`src/rtl/clock_set_ctrl_pkg.sv`:
```
// clock_set_ctrl_pkg: select codes, state encodings and cycle-count helpers for the time setter
package clock_set_ctrl_pkg;
  localparam logic [1:0] SELECT_SEC  = 2'd0;
  localparam logic [1:0] SELECT_MIN  = 2'd1;
  localparam logic [1:0] SELECT_HOUR = 2'd2;
  localparam logic [1:0] SELECT_NONE = 2'd3;
  typedef enum logic [1:0] {ST_RUN = 2'd0, ST_HOUR = 2'd1, ST_MIN = 2'd2, ST_SEC = 2'd3} state_t;
  function automatic logic [31:0] ms_to_cyc(input longint unsigned freq_hz, input longint unsigned ms);
    longint unsigned c;
    c = freq_hz * ms / 64'd1000;
    return (c == 64'd0) ? 32'd1 : c[31:0];
  endfunction
  function automatic state_t next_mode(input state_t s);
    return (s == ST_RUN) ? ST_HOUR : (s == ST_HOUR) ? ST_MIN : (s == ST_MIN) ? ST_SEC : ST_RUN;
  endfunction
  function automatic logic [1:0] select_of(input state_t s);
    return (s == ST_HOUR) ? SELECT_HOUR : (s == ST_MIN) ? SELECT_MIN :
           (s == ST_SEC) ? SELECT_SEC : SELECT_NONE;
  endfunction
endpackage

```
`src/rtl/clock_set_ctrl_debouncer.sv`:
```
// button_debouncer: synchronises a raw button and accepts a new level only after it has been stable
module button_debouncer #(
  parameter logic [31:0] DEBOUNCE_CYC = 32'd20
) (
  input  logic i_clk,
  input  logic i_rst_n,
  input  logic i_raw,
  output logic o_level,
  output logic o_press
);
  logic r_s1, r_s2, r_level, r_press;
  logic [31:0] r_cnt;
  logic w_flip;
  assign w_flip  = (r_s2 != r_level) && (r_cnt + 32'd1 == DEBOUNCE_CYC);
  assign o_level = r_level;
  assign o_press = r_press;
  // two-flop synchroniser, stability counter and level/press registers
  always_ff @(posedge i_clk or negedge i_rst_n) begin
    if (!i_rst_n) begin
      r_s1    <= 1'b0;
      r_s2    <= 1'b0;
      r_cnt   <= 32'd0;
      r_level <= 1'b0;
      r_press <= 1'b0;
    end else begin
      r_s1    <= i_raw;
      r_s2    <= r_s1;
      r_cnt   <= (r_s2 != r_level && !w_flip) ? r_cnt + 32'd1 : 32'd0;
      r_level <= w_flip ? ~r_level : r_level;
      r_press <= w_flip && !r_level;
    end
  end
endmodule

```
`src/rtl/clock_set_ctrl.sv`:
```
// clock_set_ctrl: turns MODE/UP buttons into field select, increment pulses and blink for the Clock
module clock_set_ctrl
  import clock_set_ctrl_pkg::*;
#(
  parameter int unsigned CLK_FREQ_HZ      = 1000,
  parameter int unsigned DEBOUNCE_MS      = 20,
  parameter int unsigned REPEAT_DELAY_MS  = 500,
  parameter int unsigned REPEAT_PERIOD_MS = 100,
  parameter int unsigned TIMEOUT_S        = 10,
  parameter int unsigned BLINK_HZ         = 2
) (
  input  logic       i_clk,
  input  logic       i_rst_n,
  input  logic       i_btn_mode,
  input  logic       i_btn_up,
  output logic [1:0] o_select,
  output logic       o_increment,
  output logic       o_editing,
  output logic       o_blink
);
  localparam logic [31:0] DEBOUNCE_CYC      = ms_to_cyc(64'(CLK_FREQ_HZ), 64'(DEBOUNCE_MS));
  localparam logic [31:0] REPEAT_DELAY_CYC  = ms_to_cyc(64'(CLK_FREQ_HZ), 64'(REPEAT_DELAY_MS));
  localparam logic [31:0] REPEAT_PERIOD_CYC = ms_to_cyc(64'(CLK_FREQ_HZ), 64'(REPEAT_PERIOD_MS));
  localparam logic [31:0] TIMEOUT_CYC       = CLK_FREQ_HZ * TIMEOUT_S;
  localparam logic [31:0] BLINK_HALF        = CLK_FREQ_HZ / (2 * BLINK_HZ);

  logic w_mode_p, w_mode_level_unused, w_up_p, w_up_lvl;
  logic w_edit, w_up_ok, w_rep_hit, w_inc_now, w_clr, w_timeout, w_bl_wrap;
  state_t w_next;
  state_t r_state;
  logic [1:0] r_select;
  logic r_increment, r_editing, r_blink, r_armed, r_first;
  logic [31:0] r_rep, r_to, r_bl_cnt;

  button_debouncer #(.DEBOUNCE_CYC(DEBOUNCE_CYC)) u_mode (
    .i_clk(i_clk), .i_rst_n(i_rst_n), .i_raw(i_btn_mode), .o_level(w_mode_level_unused), .o_press(w_mode_p)
  );
  button_debouncer #(.DEBOUNCE_CYC(DEBOUNCE_CYC)) u_up (
    .i_clk(i_clk), .i_rst_n(i_rst_n), .i_raw(i_btn_up), .o_level(w_up_lvl), .o_press(w_up_p)
  );

  // MODE always beats UP in the same cycle; a discarded UP press never arms auto-repeat
  assign w_edit    = r_state != ST_RUN;
  assign w_up_ok   = w_up_p && !w_mode_p && w_edit;
  assign w_rep_hit = r_armed && w_up_lvl && !w_mode_p &&
                     (r_rep + 32'd1 == (r_first ? REPEAT_DELAY_CYC : REPEAT_PERIOD_CYC));
  assign w_inc_now = w_up_ok || (w_edit && w_rep_hit);
  assign w_clr     = w_mode_p || w_up_p || w_inc_now;
  assign w_timeout = w_edit && !w_clr && (r_to + 32'd1 == TIMEOUT_CYC);
  assign w_next    = w_mode_p ? next_mode(r_state) : w_timeout ? ST_RUN : r_state;
  assign w_bl_wrap = r_bl_cnt + 32'd1 == BLINK_HALF;

  assign o_select    = r_select;
  assign o_increment = r_increment;
  assign o_editing   = r_editing;
  assign o_blink     = r_blink;

  // auto-repeat: r_rep counts cycles since the last UP pulse while the held press stays armed
  always_ff @(posedge i_clk or negedge i_rst_n) begin
    if (!i_rst_n) begin
      r_armed <= 1'b0;
      r_first <= 1'b0;
      r_rep   <= 32'd0;
    end else if (w_mode_p || !w_up_lvl || w_timeout) begin
      r_armed <= 1'b0;
      r_first <= 1'b0;
      r_rep   <= 32'd0;
    end else if (w_up_ok) begin
      r_armed <= 1'b1;
      r_first <= 1'b1;
      r_rep   <= 32'd1;
    end else if (w_rep_hit) begin
      r_first <= 1'b0;
      r_rep   <= 32'd0;
    end else begin
      r_rep   <= r_armed ? r_rep + 32'd1 : 32'd0;
    end
  end

  // idle counter: holds cycles elapsed since the last press or increment
  always_ff @(posedge i_clk or negedge i_rst_n) begin
    if (!i_rst_n) r_to <= 32'd0;
    else          r_to <= w_clr ? 32'd1 : r_to + 32'd1;
  end

  // mode FSM with registered select/editing/increment and the blink phase of the edited field
  always_ff @(posedge i_clk or negedge i_rst_n) begin
    if (!i_rst_n) begin
      r_state     <= ST_RUN;
      r_select    <= SELECT_NONE;
      r_editing   <= 1'b0;
      r_increment <= 1'b0;
      r_blink     <= 1'b0;
      r_bl_cnt    <= 32'd0;
    end else begin
      r_state     <= w_next;
      r_select    <= select_of(w_next);
      r_editing   <= w_next != ST_RUN;
      r_increment <= w_inc_now;
      r_blink     <= (w_next == ST_RUN) ? 1'b0 : (w_next != r_state || w_inc_now) ? 1'b1 :
                     w_bl_wrap ? ~r_blink : r_blink;
      r_bl_cnt    <= (w_next == ST_RUN || w_next != r_state || w_inc_now || w_bl_wrap) ? 32'd0 :
                     r_bl_cnt + 32'd1;
    end
  end
endmodule

```
`config.mk`:
```
export PLATFORM = sky130hd
export DESIGN_NAME = clock_set_ctrl
export DESIGN_NICKNAME = d
export VERILOG_FILES = /design/src/rtl/clock_set_ctrl_pkg.sv /design/src/rtl/clock_set_ctrl_debouncer.sv /design/src/rtl/clock_set_ctrl.sv
export SDC_FILE = /design/constraint.sdc
export NUM_CORES = 1
export LEC_CHECK = 0
export ABC_AREA = 0
export CAP_MARGIN = 20
export CORE_UTILIZATION = 50
export DETAILED_ROUTE_END_ITERATION = 12
export GPL_TIMING_DRIVEN = 1
export PLACE_DENSITY_LB_ADDON = 0.3
export SKIP_LAST_GASP = 1
export SLEW_MARGIN = 20
export SYNTH_ARGS = -nofsm -noshare
export SYNTH_HDL_FRONTEND = slang
export SYNTH_HIERARCHICAL = 1
export SYNTH_SLANG_ARGS = --single-unit
```
`constraint.sdc`:
```
create_clock -name i_clk -period 3.7 [get_ports i_clk]
set_clock_uncertainty 0.15 [all_clocks]
set_input_delay 0.37 -clock i_clk [delete_from_list [all_inputs] [get_ports i_clk]]
set_output_delay 0.37 -clock i_clk [all_outputs]
set_load 0.005 [all_outputs]
```
==> results of run 1 <==
==> power breakdown <==
group / internal (mW) / switching (mW)
clock: 1.04 / 0.789
combinational: 0.0164 / 0.0548
sequential: 1.94 / 0.00864
==> timing repair <==
action | 4_1_cts | 5_1_grt
buffers inserted | 0 | 0
setup endpoints to repair | 0 | 0
endpoints found under the hold margin | 98 | 0
hold buffers | 1 | 0
==> state kept, by name, indices dropped and copies added (netlist names) <==
signal / cells
o_increment: 1
u_mode/o_press: 1
u_up/r_cnt: 32
u_up/o_level: 1
o_editing: 1
u_mode/r_s1: 1
r_armed: 1
o_select: 2
u_mode/r_cnt: 32
u_up/r_s1: 1
u_mode/o_level: 1
r_bl_cnt: 32
r_rep: 32
r_to: 32
u_up/r_s2: 1
u_up/o_press: 1
r_state: 2
o_blink: 1
r_first: 1
u_mode/r_s2: 1
==> critical path, stage by stage, from the launching register on <==
cell      delay, ns
dfrtp_1        0.48
nand3_1        0.31
nor4_1         0.57
xor2_1         0.14
o41a_1         0.38
nor4_1         0.27
buf_4          0.17
nor4bb_1       0.27
buf_4          0.18
a2111o_1       0.13
buf_12         0.21
nor3_1         0.08
==> cell usage in the layout, fill, tap and decap left out, drive strengths merged, types with 10 or more instances in the layout <==
master  synthesis  routed
dfrtp         175     175
nor2          135     135
nor3          124     124
nand2          99      99
xnor2          89      89
xor2           81      81
nand3          81      81
nand4          62      62
nor4           43      43
buf            37      37
and3           30      30
a21oi          22      22
clkbuf         48      20
and4           19      19
o21ai          16      16
inv            12      16
or4            14      14
a31oi          13      13
or2            12      12
ha             12      12
and2           10      10
or3            10      10
mux2i          10      10
==> cell type report <==
class / instances / share of cell area, %
Multi-Input combinational cell: 1009 / 52.47
Sequential cell: 177 / 36.00
Clock buffer: 19 / 3.679
Timing Repair Buffer: 46 / 3.425
Tap cell: 280 / 2.846
Clock inverter: 13 / 1.209
Inverter: 12 / 0.3659
==> through the flow <==
step / cell area (µm²) / worst slack (ns) / hold WS [ns]
2_1_floorplan: 11340 / 0.4965 / -0.07559
3_3_place_gp: 11700 / 0.3429 / 0.1855
3_5_place_dp: 11700 / 0.2725 / 0.1896
4_1_cts: 12310 / 0.2712 / 0.2041
5_1_grt: 12310 / 0.01962 / 0.2185
6_report: 12310 / 0.2034 / 0.2011
==> logic make-up after synthesis <==
logic type	count (synthesis)	synth area share, %
muxes	17	1.578
buffers and inverters	97	4.116
AOI/OAI and AO/OA	123	7.702
DFF	177	39.08
adders and majority gates	12	1.324
and+or+nand+nor	687	33.07
xor gates and xnor gates	170	13.13
==> metal layers <==
| metal | up-vias | wire length [µm] | GRT usage [%] | part of all wire [%] |
|---|---|---|---|---|
| met2 | 266 | 11360 | 34.51 | 46 |
| met3 | 36 | 1175 | 4.181 | 4.8 |
| met5 | - | 0 | 0 | 0 |
| met4 | 0 | 342 | 6.109 | 1.4 |
| li1 | 4619 | - | - | - |
| met1 | 4492 | 11780 | 30.64 | 48 |
==> final timing paths <==
| path | start | cells past startpoint | end |
|---|---|---|---|
| max | r_rep[12]$_DFF_PN0_ | 11 | r_bl_cnt[20]$_DFF_PN0_ |
| min | u_up/r_s1$_DFF_PN0_ | 0 | u_up/r_s2$_DFF_PN0_ |
| min reg2reg | u_up/r_s1$_DFF_PN0_ | 0 | u_up/r_s2$_DFF_PN0_ |
| max reg2reg | r_rep[12]$_DFF_PN0_ | 11 | r_bl_cnt[20]$_DFF_PN0_ |
| max in group asynchronous | i_rst_n | 3 | r_rep[14]$_DFF_PN0_ |
| min in group asynchronous | i_rst_n | 2 | r_to[16]$_DFF_PN0_ |
==> metrics, run 1 <==
Tmin final=3.497 ns; routability cong.=between 0.8 and 0.9; largest net degree at the start of global routing=around 110; worst endpoint required time=3.87 ns; Slew Viols, Final=0; worst-path maximum fanout=32; CTS tree=yes; synthesized cell area=between 0.01 and 0.015 mm²; Post-CTS Resized=0; Net Count, Synth=about 1,300; Syn-to-layout area delta=8.563%; Die Area=roughly 0.023 mm²; FF+latch count, synth=177; Via density=about 6; gr ovfl total=0; worst skew pair latency=0.44 ns; register area=roughly 0.0044 mm²; number of port buffers=8; largest area contributor in the netlist=dfrtp_1; crit path kind=reg -> reg; DRT iter0 DRCs=717; Synth Flop Type=dfrtp_1; Clock Tree Buf Depth=2; Post-synth EDFFs=0; share of the synthesized area in the top cell type=just under 40%; initial antenna violation count=0; total power=3.852 mW; gr usage total=21.87%; VDD IR max=about 0.24 mV; Netlist cell types=77; Leak=4.705 nW; clock buffer count from CTS=17; CP Capture Type=register; top cells by count, synth=dfrtp_1, nor2_1, nor3_1; Residual DRC=0; status=complete, no violations; Worst Hold Class=reg -> reg; final WL=24.66 mm; Slew headroom=a little over two fifths; most common cell in the netlist=dfrtp_1; Final #Nets=about 1,300; reg2reg setup slack=0.20 ns; max_cap viols=0; filler cell count=between 1,500 and 2,000; fmax=around 0.29 GHz; Cell Pwr Density=roughly 310 mW/mm²; Core Area=around 0.022 mm²; TritonCTS sink count=approximately 180; multi-input logic area=between 0.006 and 0.007 mm²; HPWL Detailed=16.92 mm; clock tree root driver cell=clkbuf_16; Post-synth ARST share=100.0%; mean post-synth cell area=just under 9 µm²; Synth area leaders=dfrtp_1, xnor2_1, xor2_1; routed len/inst=~16 µm; final count of negative-setup-slack endpoints=0; register area share after synthesis=39.08%; std cell rows=54; initial core utilization=a little over 50%; antenna viol nets, final=0; DRT Pass-1 Iters=8; vias in the first global route=8,744; total placed cells including tap cells=1,523; Synth Warn #=6; via count=about 9,400; # diodes=0; WP data arrival=roughly 3.7 ns; DIE HEIGHT=around 150 µm; # IOs=9; synthesized instance count=~1,300; Clk pin slew, worst setup/hold paths=around 0.070 ns; Sum Neg Setup Slack=0 ns; RSZ-0062 raised after global routing=false; Final Util=about 56%; H-Tree Depth=4; die span in x=about 150 µm; share of layout cells above drive strength 1=9.718%; Startpoint Class=register; non-filler cells, final=between 1,500 and 2,000; Final Cycle Share=~95%; worst slew pin tran=0.8445 ns; first-pass GRT wire length=around 43 mm; Fin. Hold Viols=0
Power figures use the tool's default switching activity.
==> run 2, diff against run 1 <==
- CORE_UTILIZATION: 50 -> 40
- SLEW_MARGIN: 20 -> not set
==> run 2 against run 1 <==
Sequential power barely moved. Largest cell class unchanged. Power fell by 0.85%. Wire length rose by 1.5%. Clock-buffer cell count fell by 2. Clock power barely moved. Global-route usage fell by 3.8 points. Sequential share of layout area fell by 0.27 points. Setup slack improved by 0.052 ns.
==> metrics, run 2 (same netlist as run 1, synthesis figures left out) <==
Final Cycle Share=between 90 and 100%; largest net degree at the start of global routing=76; share of layout cells above drive strength 1=under 10%; TritonCTS sink count=around 180; via count=about 9,400; Startpoint Class=register; gr usage total=a little under a fifth; commonest non-fill, non-tap cell in the layout=dfrtp_1; worst skew pair latency=roughly 0.44 ns; # IOs=9; Slew headroom=between 40 and 50%; CTS tree=yes; DRT iter0 DRCs=between 800 and 900; Clock Tree Buf Depth=2; Core Area=0.02786 mm²; CP Capture Type=register; final WL=25.02 mm; H-Tree Depth=4; WP data arrival=3.61 ns; HPWL Detailed=about 17 mm; worst-path cell chain=nand4_1 > or4_4 > or4_4 > mux2i_1 > nand3b_1 > or4_4 > a22oi_4 > buf_12 > nor3_1; Residual DRC=0; Die Area=about 0.029 mm²; Most common cell on crit path=or4_4; die span in x=170.4 µm; routed len/inst=approximately 15 µm; crit path kind=reg -> reg; std cell rows=between 60 and 70; commonest cells after routing, fill and taps aside=dfrtp_1, nor2_1, nor3_1, nand2_1, xnor2_1; Leak=around 4.7 nW; Clk pin slew, worst setup/hold paths=~0.070 ns; slowest stage delay, CP=between 0.5 and 0.6 ns; Syn-to-layout area delta=9.378%; Placed Area=0.01181 mm²; Final #Nets=approximately 1,300; Tmin final=approximately 3.4 ns; register area=~0.0044 mm²; filler cell count=about 2,700; Fin. Hold Viols=0; multi-input logic area=0.006461 mm²; fmax=0.2903 GHz; Slew Viols, Final=0; initial antenna violation count=0; number of port buffers=8; Worst Hold Class=reg -> reg; worst endpoint required time=3.86 ns; antenna viol nets, final=0; reg2reg setup slack=0.26 ns; max_cap viols=0; clock buffer count from CTS=17; Sum Neg Setup Slack=0 ns; gr ovfl total=0; RSZ-0062 raised after global routing=false; final count of negative-setup-slack endpoints=0; initial core utilization=roughly two fifths; DIE HEIGHT=~170 µm; routability cong.=between 0.8 and 0.9; VDD IR max=0.3204 mV; first-pass GRT wire length=approximately 43 mm; Via density=~5.7; DRT Pass-1 Iters=5; worst-path maximum fanout=32; vias in the first global route=between 8,000 and 9,000; worst slew pin tran=~0.76 ns; Cell Pwr Density=slightly above 300 mW/mm²; post-route design area=0.01240 mm²; Slowest-stage cell, CP=or4_4; clock tree root driver cell=clkbuf_16; # diodes=0; status=complete, no violations
-- run 2: cell count changes in the layout (fill, tap and decap cells not counted) --
cell / previous run / this run
a2111oi_1: 0 / 1
inv_8: 0 / 6
clkinvlp_4: 3 / 1
bufinv_16: 2 / 0
clkinv_2: 1 / 0
clkinv_4: 3 / 2
clkinv_8: 0 / 2
a2111oi_0: 3 / 2
clkbuf_8: 3 / 1
buf_4: 33 / 31
-- run 2: repair_timing --
action | CTS | global route
hold buffers | 1 | 0
setup buffers | 0 | 0
setup endpoints to repair | 0 | 11
hold endpoints to repair | 72 | 0
resized for setup | 0 | 1
-- run 2: path summary, 6_finish.rpt --
path / from / to / cells after the start
max in group asynchronous: i_rst_n / u_mode/r_cnt[15]$_DFF_PN0_ / 3
max: r_to[10]$_DFF_PN0_ / r_bl_cnt[22]$_DFF_PN0_ / 9
max reg2reg: r_to[10]$_DFF_PN0_ / r_bl_cnt[22]$_DFF_PN0_ / 9
min reg2reg: u_mode/r_s1$_DFF_PN0_ / u_mode/r_s2$_DFF_PN0_ / 0
min: u_mode/r_s1$_DFF_PN0_ / u_mode/r_s2$_DFF_PN0_ / 0
min in group asynchronous: i_rst_n / r_bl_cnt[11]$_DFF_PN0_ / 2
-- run 2: per-layer routing --
metal	up-vias	global-route usage, %	part of all wire, %
met1	4553	24.84	48
met2	186	29.22	47
li1	4604	-	-
met5	-	0	0
met4	0	4.818	1.2
met3	32	3.256	3.6
-- run 2: cell type report --
type | count | area share, %
Timing Repair Buffer | 44 | 3.279
Clock buffer | 17 | 3.430
Inverter | 12 | 0.3632
Clock inverter | 15 | 1.291
Tap cell | 378 | 3.813
Multi-Input combinational cell | 1009 | 52.09
Sequential cell | 177 | 35.73
-- run 2: critical path, delay by kind of cell (launching register included) --
family                 cells  cell delay, ns
and+or+nand+nor            6            2.07
DFF                        1            0.48
buffers and inverters      1            0.22
muxes                      1            0.20
AOI/OAI and AO/OA          1            0.19
-- run 2: stage by stage --
stage	instances	hold slack, ns	power [mW]	setup slack [ns]	util, %
floorplan	1283	-0.07559	2.007	0.4965	-
global placement	1619	0.1867	2.062	0.3340	42.38
detailed placement	1619	0.1910	2.064	0.2814	42.38
CTS	1652	0.2076	3.888	0.2604	44.52
global route	1652	0.2042	3.995	0.06998	44.52
finish	1652	0.2062	3.819	0.2554	44.52
-- run 2: report_power, final --
group	internal [mW]	leakage (nW)	switching, mW
clock	0.909	0.286	0.888
combinational	0.0173	1.97	0.0555
sequential	1.94	2.44	0.00831
total	2.87	4.70	0.952
==> run 3, diff against run 2 <==
- CORE_UTILIZATION: 40 -> 55
==> run 3 against run 2 <==
Design area fell by 1.4%. Critical endpoint is now r_bl_cnt[0]$_DFF_PN0_. Sequential cell count unchanged. Register-to-register slack worse by 0.05 ns. Sequential power barely moved. Global-route usage grew 6.1 points. Worst hold slack worse by 0.0069 ns. Clock power is 3% lower. Setup slack got worse by 0.050 ns. First-iteration DRC count shrank 31%.
==> metrics, run 3 (same netlist as run 1, synthesis figures left out) <==
clock buffer count from CTS=17; Worst Hold Class=reg -> reg; register area=0.004432 mm²; total power=3.759 mW; Cell Pwr Density=307.4 mW/mm²; worst endpoint required time=between 3 and 4 ns; Sum Neg Setup Slack=0 ns; Core Area=0.02023 mm²; H-Tree Depth=4; Startpoint Class=register; Clock Tree Buf Depth=2; Net Sw Frac=22.29%; Slew headroom=a little under half; initial antenna violation count=0; status=complete, no violations; Syn-to-layout area delta=7.845%; final count of negative-setup-slack endpoints=0; DRT Pass-1 Iters=5; largest net degree at the start of global routing=100; std cell rows=between 50 and 60; gr usage total=between 20% and 30%; crit path kind=reg -> reg; DIE HEIGHT=about 150 µm; Die Area=0.02120 mm²; register share of total power=between 50% and 60%; worst skew pair latency=about 0.44 ns; Final Cycle Share=between 90 and 100%; die span in x=approximately 150 µm; Leak=between 4 and 5 nW; # IOs=9; Most common cell on crit path=or4_4; worst-path maximum fanout=32; combinational power share=1.9%; filler cell count=~1,700; Fin. Hold Viols=0; RSZ-0062 raised after global routing=false; TritonCTS sink count=roughly 180; Slowest-stage cell, CP=or4_4; CP Capture Type=register; # diodes=0; HPWL Detailed=around 17 mm; CP top delay family=simple AND/OR/NAND/NOR gates; gr ovfl total=0; routed len/inst=15.66 µm; CTS tree=yes; worst-path cell chain=nand4_1 > or4_4 > or4_4 > mux2i_1 > nand3b_1 > or4_4 > a22oi_4 > buf_12 > nor4b_1; Via density=around 6; max_cap viols=0; commonest cells after routing, fill and taps aside=dfrtp_1, nor2_1, nor3_1, nand2_1, xnor2_1; Final Util=approximately three fifths; Tmin final=3.495 ns; initial core utilization=between 50% and 60%; VDD IR max=between 0.2 and 0.3 mV; CP bufs+invs=1; commonest non-fill, non-tap cell in the layout=dfrtp_1; routability cong.=about 0.90; Clk pin slew, worst setup/hold paths=about 0.060 ns; share of layout cells above drive strength 1=a little over 9%; clock tree root driver cell=clkbuf_16; setup bufs post-CTS=0; number of port buffers=8; Residual DRC=0; clock power share=around 46%; worst slew pin tran=between 0.7 and 0.8 ns; fmax=0.2862 GHz; slowest stage delay, CP=around 0.58 ns; internal power=a little under 3 mW; WP data arrival=~3.7 ns; DRT iter0 DRCs=approximately 580; Final #Nets=between 1,000 and 1,500; first-pass GRT wire length=42.64 mm; antenna viol nets, final=0; final WL=24.09 mm; vias in the first global route=between 8,000 and 9,000; multi-input logic area=approximately 0.0065 mm²; Slew Viols, Final=0; via count=roughly 9,400; Sw Pwr=0.8378 mW
-- run 3: final timing paths --
path,from,end,slack [ns],depth (start not counted)
min in group asynchronous,i_rst_n,r_to[23]$_DFF_PN0_,0.40,2
worst max register to register,r_to[10]$_DFF_PN0_,r_bl_cnt[0]$_DFF_PN0_,0.21,9
worst max-delay path,r_to[10]$_DFF_PN0_,r_bl_cnt[0]$_DFF_PN0_,0.21,9
max in group asynchronous,i_rst_n,u_up/r_cnt[13]$_DFF_PN0_,2.02,3
worst min-delay path,u_up/r_s1$_DFF_PN0_,u_up/r_s2$_DFF_PN0_,0.20,0
worst min register to register,u_up/r_s1$_DFF_PN0_,u_up/r_s2$_DFF_PN0_,0.20,0
-- run 3: final cells by class --
type / count / area share (%)
clock buffers: 20 / 3.734
clock inverters: 12 / 0.8901
inverters: 12 / 0.3683
multi-input cells: 1009 / 52.95
flip-flops and latches: 177 / 36.24
well taps: 270 / 2.762
repair buffers: 38 / 3.059
-- run 3: what timing repair did --
item	in CTS	in global routing
gates resized for setup	0	4
hold buffers	1	0
endpoints found under the setup margin	0	62
endpoints found under the hold margin	95	0
-- run 3: per-layer routing --
layer | GRT usage, % | routed length (µm) | vias up
li1 | - | - | 4596
met1 | 33.17 | 11430 | 4528
met2 | 38.29 | 11160 | 239
met3 | 4.075 | 1020 | 41
met4 | 9.474 | 474 | 0
met5 | 0 | 0 | -
-- run 3: power by group through the flow --
stage          logic [mW]  clock network [mW]  registers [mW]
5_1_grt            0.0839                1.86            1.95
6_report           0.0718                1.74            1.95
3_3_place_gp       0.0732                   0            1.99
4_1_cts            0.0752                1.77            1.95
3_5_place_dp       0.0742                   0            1.99
2_1_floorplan      0.0224                   0            1.99
-- run 3: worst register-to-register path: cells and delay by family (launching register included) --
family                 cells  cell delay (ns)
AOI/OAI and AO/OA          1             0.20
buffers and inverters      1             0.22
DFF                        1             0.50
muxes                      1             0.22
and+or+nand+nor            6             2.09
-- run 3: stage by stage --
step | hold slack, ns | cells | setup slack (ns) | cell area, µm²
CTS | 0.2019 | 1538 | 0.2367 | 12210
global placement | 0.1828 | 1505 | 0.3220 | 11640
detailed placement | 0.1873 | 1505 | 0.2843 | 11640
global route | 0.2213 | 1538 | 0.01471 | 12230
finish | 0.1992 | 1538 | 0.2054 | 12230
floorplan | -0.07559 | 1283 | 0.4965 | 11340
